**config.mk**
```make
export PLATFORM = sky130hd
export DESIGN_NAME = id_stage
export DESIGN_NICKNAME = d
export VERILOG_FILES = /design/src/rtl/id_stage.sv
export SDC_FILE = /design/constraint.sdc
export NUM_CORES = 1
export LEC_CHECK = 0
export BUFFER_PORTS_ARGS = -buffer_cell sky130_fd_sc_hd__buf_4
export CAP_MARGIN = 40
export CORE_MARGIN = 10
export CORE_UTILIZATION = 44
export DETAILED_ROUTE_END_ITERATION = 6
export HOLD_SLACK_MARGIN = 0.05
export PLACE_DENSITY = 0.89
export SYNTH_ARGS = -nofsm -noshare
export SYNTH_HDL_FRONTEND = slang
export SYNTH_SLANG_ARGS = --single-unit
```
**constraint.sdc**
```tcl
create_clock -name clk -period 13.2 [get_ports clk]
set_input_delay 3.96 -clock clk [delete_from_list [all_inputs] [get_ports clk]]
set_output_delay 3.96 -clock clk [all_outputs]
set_load 0.02 [all_outputs]
```
**src/rtl/id_stage.sv**
```systemverilog
// RISC-V decode stage: field split, immediate generation, load-use stall and a one-entry ID/EX register.
// Optional macro ID_WB_BYPASS_EN forwards the writeback port onto matching source operands.
module id_stage #(
   parameter int DATA_WIDTH    = 32,
   parameter int ADDRESS_WIDTH = 5
) (
   input  logic                     clk,
   input  logic                     rst,
   input  logic                     if_valid,
   input  logic [DATA_WIDTH-1:0]    if_instr,
   input  logic [DATA_WIDTH-1:0]    if_pc,
   output logic                     id_ready,
   input  logic                     flush,
   output logic [ADDRESS_WIDTH-1:0] rg_rd_addr1,
   output logic [ADDRESS_WIDTH-1:0] rg_rd_addr2,
   input  logic [DATA_WIDTH-1:0]    rg_rd_data1,
   input  logic [DATA_WIDTH-1:0]    rg_rd_data2,
   input  logic                     wb_en,
   input  logic [ADDRESS_WIDTH-1:0] wb_dest,
   input  logic [DATA_WIDTH-1:0]    wb_data,
   input  logic                     ex_ready,
   output logic                     ex_valid,
   output logic [DATA_WIDTH-1:0]    ex_pc,
   output logic [DATA_WIDTH-1:0]    ex_rs1_data,
   output logic [DATA_WIDTH-1:0]    ex_rs2_data,
   output logic [DATA_WIDTH-1:0]    ex_imm,
   output logic [ADDRESS_WIDTH-1:0] ex_rs1,
   output logic [ADDRESS_WIDTH-1:0] ex_rs2,
   output logic [ADDRESS_WIDTH-1:0] ex_rd,
   output logic [6:0]               ex_opcode,
   output logic [2:0]               ex_funct3,
   output logic                     ex_funct7b5,
   output logic                     ex_illegal
);

   localparam logic [6:0] OP_LOAD   = 7'b0000011;
   localparam logic [6:0] OP_IMM    = 7'b0010011;
   localparam logic [6:0] OP_JALR   = 7'b1100111;
   localparam logic [6:0] OP_STORE  = 7'b0100011;
   localparam logic [6:0] OP_BRANCH = 7'b1100011;
   localparam logic [6:0] OP_LUI    = 7'b0110111;
   localparam logic [6:0] OP_AUIPC  = 7'b0010111;
   localparam logic [6:0] OP_JAL    = 7'b1101111;
   localparam logic [6:0] OP_OP     = 7'b0110011;

   function automatic logic [DATA_WIDTH-1:0] gen_imm(input logic [DATA_WIDTH-1:0] ins);
      logic [DATA_WIDTH-1:0] imm;
      case (ins[6:0])
         OP_LOAD, OP_IMM, OP_JALR: imm = {{(DATA_WIDTH-12){ins[31]}}, ins[31:20]};
         OP_STORE:                 imm = {{(DATA_WIDTH-12){ins[31]}}, ins[31:25], ins[11:7]};
         OP_BRANCH:                imm = {{(DATA_WIDTH-13){ins[31]}}, ins[31], ins[7], ins[30:25], ins[11:8], 1'b0};
         OP_LUI, OP_AUIPC:         imm = {ins[31:12], 12'h000};
         OP_JAL:                   imm = {{(DATA_WIDTH-21){ins[31]}}, ins[31], ins[19:12], ins[20], ins[30:21], 1'b0};
         default:                  imm = '0;
      endcase
      return imm;
   endfunction

   logic [6:0]               opcode_s;
   logic [ADDRESS_WIDTH-1:0] rs1_s, rs2_s, rd_s;
   logic [DATA_WIDTH-1:0]    imm_s, op1_s, op2_s;
   logic                     illegal_s, use_rs1_s, use_rs2_s, hazard_s, capture_s;

   assign opcode_s    = if_instr[6:0];
   assign rs1_s       = if_instr[15 +: ADDRESS_WIDTH];
   assign rs2_s       = if_instr[20 +: ADDRESS_WIDTH];
   assign rd_s        = if_instr[7 +: ADDRESS_WIDTH];
   assign rg_rd_addr1 = rs1_s;
   assign rg_rd_addr2 = rs2_s;

   // opcode classification: legality and which source registers are read
   always_comb begin
      imm_s     = gen_imm(if_instr);
      illegal_s = 1'b1;
      use_rs1_s = 1'b0;
      use_rs2_s = 1'b0;
      case (opcode_s)
         OP_LOAD, OP_IMM, OP_JALR: begin
            illegal_s = 1'b0;
            use_rs1_s = 1'b1;
         end
         OP_STORE, OP_BRANCH, OP_OP: begin
            illegal_s = 1'b0;
            use_rs1_s = 1'b1;
            use_rs2_s = 1'b1;
         end
         OP_LUI, OP_AUIPC, OP_JAL: begin
            illegal_s = 1'b0;
         end
         default: begin
            illegal_s = 1'b1;
         end
      endcase
   end

   // operand selection; the register file does not hardwire x0, so zero it here
   always_comb begin
      op1_s = '0;
      op2_s = '0;
      if (rs1_s == '0) begin
         op1_s = '0;
`ifdef ID_WB_BYPASS_EN
      end else if (wb_en && (wb_dest == rs1_s)) begin
         op1_s = wb_data;
`endif
      end else begin
         op1_s = rg_rd_data1;
      end
      if (rs2_s == '0) begin
         op2_s = '0;
`ifdef ID_WB_BYPASS_EN
      end else if (wb_en && (wb_dest == rs2_s)) begin
         op2_s = wb_data;
`endif
      end else begin
         op2_s = rg_rd_data2;
      end
   end

`ifndef ID_WB_BYPASS_EN
   logic unused_wb_s;
   assign unused_wb_s = ^{wb_en, wb_dest, wb_data};
`endif

   // load-use stall and handshake
   always_comb begin
      hazard_s = ex_valid && (ex_opcode == OP_LOAD) && (ex_rd != '0) &&
                 ((use_rs1_s && (rs1_s == ex_rd)) || (use_rs2_s && (rs2_s == ex_rd)));
      if (hazard_s) begin
         id_ready = 1'b0;
      end else begin
         id_ready = !ex_valid || ex_ready;
      end
      capture_s = if_valid && id_ready && !flush;
   end

   // ID/EX pipeline register; payload is held whenever nothing new is captured
   always_ff @(posedge clk or posedge rst) begin
      if (rst) begin
         ex_valid    <= 1'b0;
         ex_pc       <= '0;
         ex_rs1_data <= '0;
         ex_rs2_data <= '0;
         ex_imm      <= '0;
         ex_rs1      <= '0;
         ex_rs2      <= '0;
         ex_rd       <= '0;
         ex_opcode   <= 7'd0;
         ex_funct3   <= 3'd0;
         ex_funct7b5 <= 1'b0;
         ex_illegal  <= 1'b0;
      end else if (flush) begin
         ex_valid <= 1'b0;
      end else if (capture_s) begin
         ex_valid    <= 1'b1;
         ex_pc       <= if_pc;
         ex_rs1_data <= op1_s;
         ex_rs2_data <= op2_s;
         ex_imm      <= imm_s;
         ex_rs1      <= rs1_s;
         ex_rs2      <= rs2_s;
         ex_rd       <= rd_s;
         ex_opcode   <= opcode_s;
         ex_funct3   <= if_instr[14:12];
         ex_funct7b5 <= if_instr[30];
         ex_illegal  <= illegal_s;
      end else if (ex_ready) begin
         ex_valid <= 1'b0;
      end else begin
         ex_valid <= ex_valid;
      end
   end

endmodule

```
==> results of run 1 <==
## kinds of logic (layout without fill, tap and decap cells)
logic type | count (synthesis) | after routing
flops | 156 | 156
simple gates | 81 | 81
mux | 54 | 54
xor+xnor | 10 | 10
compound gates | 121 | 121
buf+inv | 45 | 344
## path summary, 6_finish.rpt
check,startpoint,end,slack [ns],cells after the start
min in group asynchronous,rst,ex_rs1_data[8]$_DFFE_PP0P_,3.55,2
min reg2reg,ex_imm[9]$_DFFE_PP0P_,ex_imm[9]$_DFFE_PP0P_,0.50,1
max reg2reg,ex_rd[0]$_DFFE_PP0P_,ex_funct7b5$_DFFE_PP0P_,9.89,8
max in group asynchronous,rst,ex_imm[13]$_DFFE_PP0P_,8.56,3
min,ex_imm[9]$_DFFE_PP0P_,ex_imm[9]$_DFFE_PP0P_,0.50,1
max,if_instr[3],id_ready,4.03,7
## report_power, final
part	leakage, nW	internal (mW)	total [mW]	switching [mW]
logic	2.35	0.187	0.386	0.199
clock network	0.302	0.328	0.527	0.199
registers	1.90	0.551	0.597	0.0464
## routing by layer
| metal | track usage [%] | up-vias | wire (um) |
|---|---|---|---|
| li1 | - | 2295 | - |
| met1 | 22.8 | 2516 | 7850 |
| met2 | 33.6 | 243 | 10300 |
| met3 | 9.13 | 25 | 2080 |
| met4 | 7.17 | 0 | 416 |
| met5 | 0 | - | 0 |
## area by class of cell
type	count	share of cell area [%]
multi-input cells	266	23.8
clock buffers	19	4.84
clock inverters	12	1.99
well taps	180	2.41
repair buffers	309	25.1
inverters	4	0.214
flip-flops and latches	156	41.7
## critical path: cells and delay by family
family,cells,cell delay [ns]
and+or+nand+nor,4,0.75
AOI/OAI and AO/OA,1,0.20
buffers and inverters,2,0.30
## layout by cell type, fill, tap and decap left out, drive strengths merged, types with 4 or more instances in the layout
cell type,synthesis,routed
nor2,9,9
o21ai,10,10
xor2,6,6
nand2,36,36
a21oi,4,4
buf,37,309
a221o,4,4
a22o,64,64
xnor2,4,4
clkbuf,4,19
inv,4,6
a2bb2oi,19,19
bufinv,0,4
mux2,54,54
dfrtp,156,156
nand3,9,9
o22a,5,5
o2bb2ai,7,7
nor3,6,6
nor2b,4,4
## registers in the layout (all words and copies together) (netlist names)
signal,flops
ex_rs2_data,32
ex_funct7b5,1
ex_rd,5
ex_rs1,5
ex_rs2,5
ex_opcode,7
ex_valid,1
ex_rs1_data,32
ex_imm,32
ex_funct3,3
ex_pc,32
ex_illegal,1
## through the flow
step	util, %	hold slack [ns]	total power [mW]	instances
CTS	66.6	0.500	1.53	946
global route	66.6	0.506	1.57	946
floorplan	-	0.597	0.799	467
global placement	61.7	0.473	0.983	912
detailed placement	62.1	0.479	0.995	915
finish	66.6	0.495	1.51	946
==> run_results.csv, run 1 <==
group,metric,value,unit
logic_synthesis,yosysTopAreaCell,"dfrtp_1",
final_layout,regArea,3900,um2
logic_synthesis,synth_compound_area_share,16.0,%
drt,routedWlPerCell,21.9,um
logic_synthesis,ys_seq_elements,156,
worst_setup_path,end_kind,"output port",
timing,period_needed,9.17,ns
grt,grt_antenna_before_repair,0,
worst_setup_path,path_cells,"buf_4, and3b_1, nor4b_2, nand4_1, a21oi_4, nor2_1, buf_4",
outcome,status,"complete, no violations",
drt,routed_wirelength,20700,um
logic_synthesis,ys_warn_count,0,
timing,clock.fmax,0.109,GHz
drt,drtPass1Iterations,4,
timing,final-setup-viol-count,0,
cts,ctsLongestPathBuffers,2,
logic_synthesis,syn_nets,638,
timing,hold_violations,0,
timing,rsz0062_at_grt,"no",
cts,root_buffer,"clkbuf_16",
logic_synthesis,synth-seq-area-share,61.4,%
final_layout,layout-drive-gt1-share,52.7,%
drt,dr_total_vias,5079,
cts,hold_buffers,0,
power_and_ir_drop,p_leak,4.56,nW
logic_synthesis,synth_enable_flop_cells,0,
grt,grt_pass1_vias,5534,
drt,drtAntennaViolNets,0,
cts,clkTransAtPathRegs,0.06,ns
die,dieArea,19700,um2
cts,cts_tree,"yes",
timing,fin_crit_sh,69.5,%
die,io_pins,338,
drt,drt-initial-drc-count,350,
place,dp_hpwl,15500,um
timing,setup_tns,0,ns
logic_synthesis,synth.area.mux_share,10.6,%
min_path,hp-class,"reg -> reg",
final_layout,multi_input_area,2220,um2
logic_synthesis,syn-cell-area,6360,um2
logic_synthesis,synthSimpleGateAreaFrac,6.53,%
grt,track_usage,20.3,%
place,placed_area,8720,um2
logic_synthesis,syn-instance-count,467,
worst_setup_path,crit_fanout,9,
final_layout,layout.nets,925,
place,finalWeightedCongestion,0.860,
worst_setup_path,cpMostUsedCell,"buf_4",
logic_synthesis,post_synth.cell_area_avg,13.6,um2
die,die_y,140,um
logic_synthesis,synth_xor_area_share,1.38,%
logic_synthesis,synth_top_family_by_area,"compound AO/OA/AOI/OAI gates",
final_layout,synthToLayoutAreaGrowth,47.2,%
logic_synthesis,yosys.area.top_type_share,61.4,%
power_and_ir_drop,cellPowerDensity,161,nW/um2
die,core,14000,um2
logic_synthesis,yosys.cell_types.count,45,
die,start_util,45.3,%
cts,cts_resized,0,
die,die_w,140,um
logic_synthesis,async_reset_ff_share,100,%
grt,grt_pass1_wl,31800,um
worst_setup_path,slowest_stage,"and3b_1",
place,portBuffers,299,
final_layout,antenna_cells,0,
logic_synthesis,synthTopCellsByCount,"dfrtp_1, a22o_1, mux2_2, nand2_1, buf_2",
worst_setup_path,crit_arrival,5.21,ns
die,rows,43,
run,maxCapViolCount,0,
cts,clk_latency,0.42,ns
final_layout,fillers,1041,
grt,grt_max_degree,65,
worst_setup_path,required,9.24,ns
drt,drc,0,
power_and_ir_drop,ir_worst_vdd,0.0819,mV
worst_setup_path,worstSetupPathType,"in -> out",
timing,worst-slew-pin-transition,0.766,ns
logic_synthesis,synthAdderAreaFrac,0,%
cts,cts.sinks,156,
worst_setup_path,critical-path-max-stage-delay,0.30,ns
cts,numCtsBuffers,17,
cts,post_cts_buffers,0,
worst_setup_path,startpoint_type,"input port",
timing,slew_viol_final,0,
place,place_ws,4.05,ns
cts,htree_levels,4,
drt,vias_per_cell,5.37,
logic_synthesis,synth-main-ff-cell,"dfrtp_1",
timing,fin_ws,4.03,ns
logic_synthesis,yosysMostFrequentCell,"dfrtp_1",
timing,relSlewSlack,48.8,%
logic_synthesis,ys_top_cells_by_area,"dfrtp_1, a22o_1, mux2_2, mux2_4, a2bb2oi_1",
grt,grt-ovfl-total,0,
timing,fin_skew,0.0113,ns
final_layout,final_cell_area,9360,um2
(Power assumes the default switching activity.)
==> run 2: changes to the inputs <==
--- a/config.mk
+++ b/config.mk
@@ -5,13 +5,14 @@
 export SDC_FILE = /design/constraint.sdc
 export NUM_CORES = 1
 export LEC_CHECK = 0
+export ABC_AREA = 1
 export BUFFER_PORTS_ARGS = -buffer_cell sky130_fd_sc_hd__buf_4
 export CAP_MARGIN = 40
 export CORE_MARGIN = 10
 export CORE_UTILIZATION = 44
 export DETAILED_ROUTE_END_ITERATION = 6
 export HOLD_SLACK_MARGIN = 0.05
-export PLACE_DENSITY = 0.89
+export PLACE_DENSITY = 0.85
 export SYNTH_ARGS = -nofsm -noshare
 export SYNTH_HDL_FRONTEND = slang
 export SYNTH_SLANG_ARGS = --single-unit
==> constraint.sdc (replaced) <==
create_clock -name clk -period 8.9 [get_ports clk]
set_input_delay 2.67 -clock clk [delete_from_list [all_inputs] [get_ports clk]]
set_output_delay 2.67 -clock clk [all_outputs]
set_load 0.02 [all_outputs]
==> run_results.csv, run 2 <==
group,metric,value,unit
timing,fin_skew,0.00852,ns
min_path,hp-start,"ex_rs1_data[0]$_DFFE_PP0P_",
logic_synthesis,ys_seq_elements,156,
worst_setup_path,crit_arrival,4.08,ns
logic_synthesis,syn-cell-area,7910,um2
final_layout,final_cell_mix,"nand2_1, buf_4, nand4_1",
worst_setup_path,r2r-start,"ex_opcode[3]$_DFFE_PP0P_",
drt,drc,0,
cts,cts_resized,0,
final_layout,layout_commonest_cell,"nand2_1",
die,dieArea,23700,um2
worst_setup_path,crit_fanout,14,
cts,post_cts_buffers,0,
timing,rsz0062_at_grt,"no",
grt,grt_pass1_vias,7877,
logic_synthesis,async_reset_ff_share,100,%
timing,period_needed,6.75,ns
final_layout,antenna_cells,0,
cts,cts_tree,"yes",
cts,cts.sinks,156,
cts,hold_buffers,0,
min_path,hp-class,"reg -> reg",
place,finalWeightedCongestion,0.887,
grt,grt-ovfl-total,0,
power_and_ir_drop,power,2.17,mW
timing,hold_violations,0,
worst_setup_path,end_kind,"output port",
grt,grt_max_degree,80,
cts,numCtsBuffers,17,
cts,ctsLongestPathBuffers,2,
run,maxCapViolCount,0,
drt,dr_total_vias,7999,
logic_synthesis,ys_warn_count,0,
worst_setup_path,cp-startpoint,"if_instr[1]",
grt,track_usage,22.3,%
final_layout,postLayoutCoreUtil,61.5,%
power_and_ir_drop,p_leak,6.29,nW
timing,fin_crit_sh,75.8,%
cts,clk_latency,0.42,ns
drt,drtAntennaViolNets,0,
grt,gr-usage-met2,35.9,%
worst_setup_path,ff2ff_setup_slack,5.80,ns
die,die_w,154,um
power_and_ir_drop,cellPowerDensity,202,nW/um2
die,die_y,154,um
final_layout,layout.cells.non_filler,1501,
logic_synthesis,post_synth.cell_area_avg,7.71,um2
die,start_util,45.3,%
logic_synthesis,ys_top_cells_by_area,"dfrtp_1, nand2_1, nand4_1, inv_1, nand3_1",
cts,htree_levels,4,
place,placed_area,10100,um2
place,portBuffers,299,
logic_synthesis,syn_nets,1197,
timing,clock.fmax,0.148,GHz
grt,gr-usage-met3,7.87,%
logic_synthesis,syn-instance-count,1026,
final_layout,final_cell_area,10800,um2
timing,relSlewSlack,41.6,%
place,placed_cells,1469,
timing,setup_tns,0,ns
cts,clkTransAtPathRegs,0.06,ns
grt,grt_antenna_before_repair,0,
cts,root_buffer,"clkbuf_16",
logic_synthesis,yosys.area.top_type_share,49.4,%
die,io_pins,338,
drt,drt-initial-drc-count,678,
final_layout,fillers,1506,
logic_synthesis,synth-seq-area-share,49.4,%
timing,worst-slew-pin-transition,0.876,ns
timing,final-setup-viol-count,0,
die,rows,48,
grt,top_usage_layer,"met2",
worst_setup_path,startpoint_type,"input port",
final_layout,layout-drive-gt1-share,27.7,%
timing,slew_viol_final,0,
logic_synthesis,yosys.cell_types.count,23,
logic_synthesis,yosysMostFrequentCell,"nand2_1",
drt,drtPass1Iterations,6,
drt,vias_per_cell,5.33,
logic_synthesis,yosysTopAreaCell,"dfrtp_1",
drt,routed_wirelength,27100,um
logic_synthesis,synth-main-ff-cell,"dfrtp_1",
power_and_ir_drop,ir_worst_vdd,0.132,mV
worst_setup_path,worstSetupPathType,"in -> out",
grt,globalRouteMet1Util,26.9,%
final_layout,layout.nets,1434,
logic_synthesis,synth_enable_flop_cells,0,
worst_setup_path,required,6.23,ns
drt,routedWlPerCell,18.1,um
die,core,17500,um2
outcome,status,"complete, no violations",
logic_synthesis,synthTopCellsByCount,"nand2_1, nand4_1, dfrtp_1, inv_1, nand3_1",
final_layout,synthToLayoutAreaGrowth,35.9,%
place,dp_hpwl,18800,um
grt,grt_pass1_wl,43400,um
[run 2: changes by cell type after synthesis, moves of 9 or more]
cell	before	now
mux2_4	18	0
inv_1	4	83
nand3_1	9	54
o21ai_0	9	0
a22o_1	64	0
mux2_2	36	0
nand2_1	36	431
buf_6	2	12
buf_1	0	11
nand4_1	2	175
a2bb2oi_1	19	0
clkbuf_1	4	36
[run 2: area by class of cell]
class	instances	area (um2)	share of cell area, %
tap	225	282	2.62
clock buffer	20	457	4.25
inverter	84	320	2.98
multi-input combinational	692	3200	29.8
clock inverter	12	183	1.70
sequential	156	3900	36.3
timing repair buffer	312	2410	22.4
[run 2: logic make-up after synthesis]
| logic type | synth area share [%] |
|---|---|
| buf+inv | 10.6 |
| simple gates | 39.3 |
| compound gates | 0.221 |
| xor+xnor | 0.554 |
| flops | 49.4 |
[run 2: path summary, 6_finish.rpt]
check                                         endpoint  depth (start not counted)
min in group asynchronous         ex_pc[9]$_DFFE_PP0P_                          2
max reg2reg                       ex_valid$_DFFE_PP0P_                          7
max in group asynchronous  ex_rs1_data[17]$_DFFE_PP0P_                          3
min                         ex_rs1_data[0]$_DFFE_PP0P_                          2
max                                           id_ready                          9
min reg2reg                 ex_rs1_data[0]$_DFFE_PP0P_                          2
[run 2: routing by layer]
| layer | vias up | wire length (um) |
|---|---|---|
| li1 | 3836 | - |
| met1 | 3748 | 10500 |
| met2 | 358 | 13100 |
| met3 | 57 | 2650 |
| met4 | 0 | 758 |
| met5 | - | 0 |
[run 2: critical path, stage by stage]
cell,delay [ns]
buf_4,0.08
nand2_1,0.11
nor2_2,0.49
nand2_2,0.15
nand3_2,0.10
nand2_1,0.05
nand2_1,0.12
a21boi_0,0.11
buf_4,0.19
[run 2: stage by stage]
step	hold slack [ns]	setup WS (ns)
global placement	0.454	2.19
CTS	0.475	2.15
detailed placement	0.459	2.19
finish	0.471	2.15
floorplan	0.577	2.02
global route	0.492	1.97
[run 2: power by group]
group	internal (mW)	leakage (nW)	switching (mW)
Clock	0.488	0.304	0.307
Combinational	0.212	4.00	0.312
Sequential	0.798	1.98	0.0566
==> run 3: changes to the inputs <==
--- a/config.mk
+++ b/config.mk
@@ -12,7 +12,7 @@
 export CORE_UTILIZATION = 44
 export DETAILED_ROUTE_END_ITERATION = 6
 export HOLD_SLACK_MARGIN = 0.05
-export PLACE_DENSITY = 0.85
+export PLACE_DENSITY = 0.88
 export SYNTH_ARGS = -nofsm -noshare
 export SYNTH_HDL_FRONTEND = slang
 export SYNTH_SLANG_ARGS = --single-unit
==> constraint.sdc (replaced) <==
create_clock -name clk -period 5.95 [get_ports clk]
set_input_delay 1.785 -clock clk [delete_from_list [all_inputs] [get_ports clk]]
set_output_delay 1.785 -clock clk [all_outputs]
set_load 0.02 [all_outputs]
==> run_results.csv, run 3 (synthesis gave the netlist of run 2 again) <==
group,metric,value,unit
timing,relSlewSlack,40.0,%
drt,drt-initial-drc-count,703,
timing,fin_skew,0.00759,ns
place,placed_area,10100,um2
grt,track_usage,22.3,%
final_layout,synthToLayoutAreaGrowth,35.7,%
worst_setup_path,end_kind,"output port",
grt,grt_max_degree,88,
min_path,hp-class,"reg -> reg",
grt,grt-ovfl-total,0,
cts,cts_resized,0,
worst_setup_path,crit_fanout,14,
power_and_ir_drop,cellPowerDensity,303,nW/um2
timing,period_needed,4.98,ns
power_and_ir_drop,seq_power_share,39.3,%
worst_setup_path,worstSetupPathType,"in -> out",
place,portBuffers,299,
run,maxCapViolCount,0,
worst_setup_path,ff2ff_setup_slack,3.20,ns
final_layout,final_cell_mix,"nand2_1, buf_4, nand4_1",
cts,clkTransAtPathRegs,0.06,ns
timing,rsz0062_at_grt,"no",
final_layout,fillers,1502,
die,die_y,154,um
die,core,17500,um2
worst_setup_path,startpoint_type,"input port",
final_layout,layout.cells.non_filler,1503,
outcome,status,"complete, no violations",
grt,grt_pass1_vias,7885,
cts,root_buffer,"clkbuf_16",
timing,fin_crit_sh,83.6,%
worst_setup_path,endpoint,"id_ready",
power_and_ir_drop,swShare,30.7,%
worst_setup_path,r2r_cells,8,
worst_setup_path,required,4.16,ns
worst_setup_path,path_cells,"buf_4, nand2_1, nor2_2, nand2_2, nand3_2, nand2_1, nand2_1, a21boi_0, buf_4",
place,placed_cells,1472,
final_layout,antenna_cells,0,
worst_setup_path,critical-path-max-stage-delay,0.50,ns
final_layout,layout-drive-gt1-share,27.7,%
timing,holdWs,0.469,ns
cts,ctsLongestPathBuffers,2,
cts,hold_buffers,0,
place,dp_hpwl,19200,um
die,die_w,154,um
power_and_ir_drop,p_clk_share,36.5,%
worst_setup_path,slowest_stage,"nor2_2",
cts,clk_latency,0.43,ns
die,rows,48,
drt,drc,0,
power_and_ir_drop,comb_power_share,24.2,%
drt,vias_per_cell,5.35,
cts,htree_levels,4,
worst_setup_path,cpMostUsedCell,"nand2_1",
grt,grt_pass1_wl,43200,um
drt,drtPass1Iterations,5,
power_and_ir_drop,p_int,2.25,mW
min_path,hp-start,"ex_rs2_data[19]$_DFFE_PP0P_",
worst_setup_path,cp.depth,9,
worst_setup_path,worst-path-buf-inv,2,
die,dieArea,23700,um2
cts,cts_tree,"yes",
final_layout,layout.nets,1437,
timing,hold_violations,0,
timing,clock.fmax,0.201,GHz
drt,drtAntennaViolNets,0,
worst_setup_path,r2r-end,"ex_rs2_data[20]$_DFFE_PP0P_",
worst_setup_path,crit_arrival,3.19,ns
final_layout,final_cell_area,10700,um2
cts,post_cts_buffers,0,
cts,numCtsBuffers,17,
drt,dr_total_vias,8043,
worst_setup_path,cp-startpoint,"if_instr[1]",
worst_setup_path,crit_family,"simple AND/OR/NAND/NOR gates",
grt,grt_antenna_before_repair,1,
timing,final-setup-viol-count,0,
power_and_ir_drop,ir_worst_vdd,0.202,mV
timing,slew_viol_final,0,
power_and_ir_drop,p_leak,6.29,nW
place,finalWeightedCongestion,0.881,
worst_setup_path,r2r-start,"ex_opcode[3]$_DFFE_PP0P_",
final_layout,layout_commonest_cell,"nand2_1",
drt,routedWlPerCell,18.2,um
drt,routed_wirelength,27300,um
timing,setup_tns,0,ns
die,start_util,45.3,%
power_and_ir_drop,power_switching,0.998,mW
timing,worst-slew-pin-transition,0.898,ns
die,io_pins,338,
cts,cts.sinks,156,
[run 3: changes by cell type in the layout (fill, tap and decap cells not counted)]
cell,before,now
clkbuf_8,2,0
clkinv_2,1,2
buf_12,2,0
clkbuf_1,1,3
buf_4,308,313
bufinv_16,4,5
inv_6,4,1
[run 3: per-stage QoR]
stage | power (mW) | util, % | setup WS (ns)
final | 3.25 | 61.4 | 0.975
after global routing | 3.41 | 61.4 | 0.815
after CTS | 3.29 | 61.4 | 1.00
after detailed placement | 2.09 | 57.8 | 1.02
after floorplan | 1.70 | - | 1.40
after global placement | 2.06 | 57.5 | 1.03
[run 3: layer usage]
layer  wire, um  vias to the layer above  track usage (%)
met4       1160                        2             11.3
met5         13                        -                0
li1           -                     3830                -
met1      10300                     3720             26.7
met3       2830                       83             8.01
met2      13000                      408             34.5
[run 3: cell type report]
class                           count  area (um2)  share of cell area, %
Timing Repair Buffer              315        2400                   22.4
Clock inverter                     11         193                   1.79
Sequential cell                   156        3900                   36.4
Multi-Input combinational cell    692        3200                   29.8
Inverter                           84         319                   2.97
Tap cell                          225         282                   2.62
Clock buffer                       20         437                   4.07
[run 3: power groups by stage]
| stage | registers (mW) | logic (mW) | clock network [mW] |
|---|---|---|---|
| after floorplan | 1.45 | 0.241 | 0 |
| after global placement | 1.29 | 0.774 | 0 |
| after detailed placement | 1.29 | 0.796 | 0 |
| after CTS | 1.28 | 0.797 | 1.21 |
| after global routing | 1.30 | 0.853 | 1.26 |
| final | 1.28 | 0.786 | 1.19 |
[run 3: worst min-delay path: cells and delay by family (launching register included)]
| kind | cells | cell delay (ns) |
|---|---|---|
| flops | 1 | 0.34 |
| simple gates | 2 | 0.09 |
[run 3: worst min path at each step]
| stage | cells past startpoint | slack (ns) | to |
|---|---|---|---|
| finish | 2 | 0.47 | ex_rs2_data[19]$_DFFE_PP0P_ |
| global route | 2 | 0.49 | ex_rs2_data[14]$_DFFE_PP0P_ |
| CTS | 2 | 0.47 | ex_rs1_data[7]$_DFFE_PP0P_ |
| detailed placement | 2 | 0.46 | ex_rs1_data[7]$_DFFE_PP0P_ |
| global placement | 2 | 0.46 | ex_rs1_data[18]$_DFFE_PP0P_ |
| floorplan | 2 | 0.58 | ex_funct3[0]$_DFFE_PP0P_ |
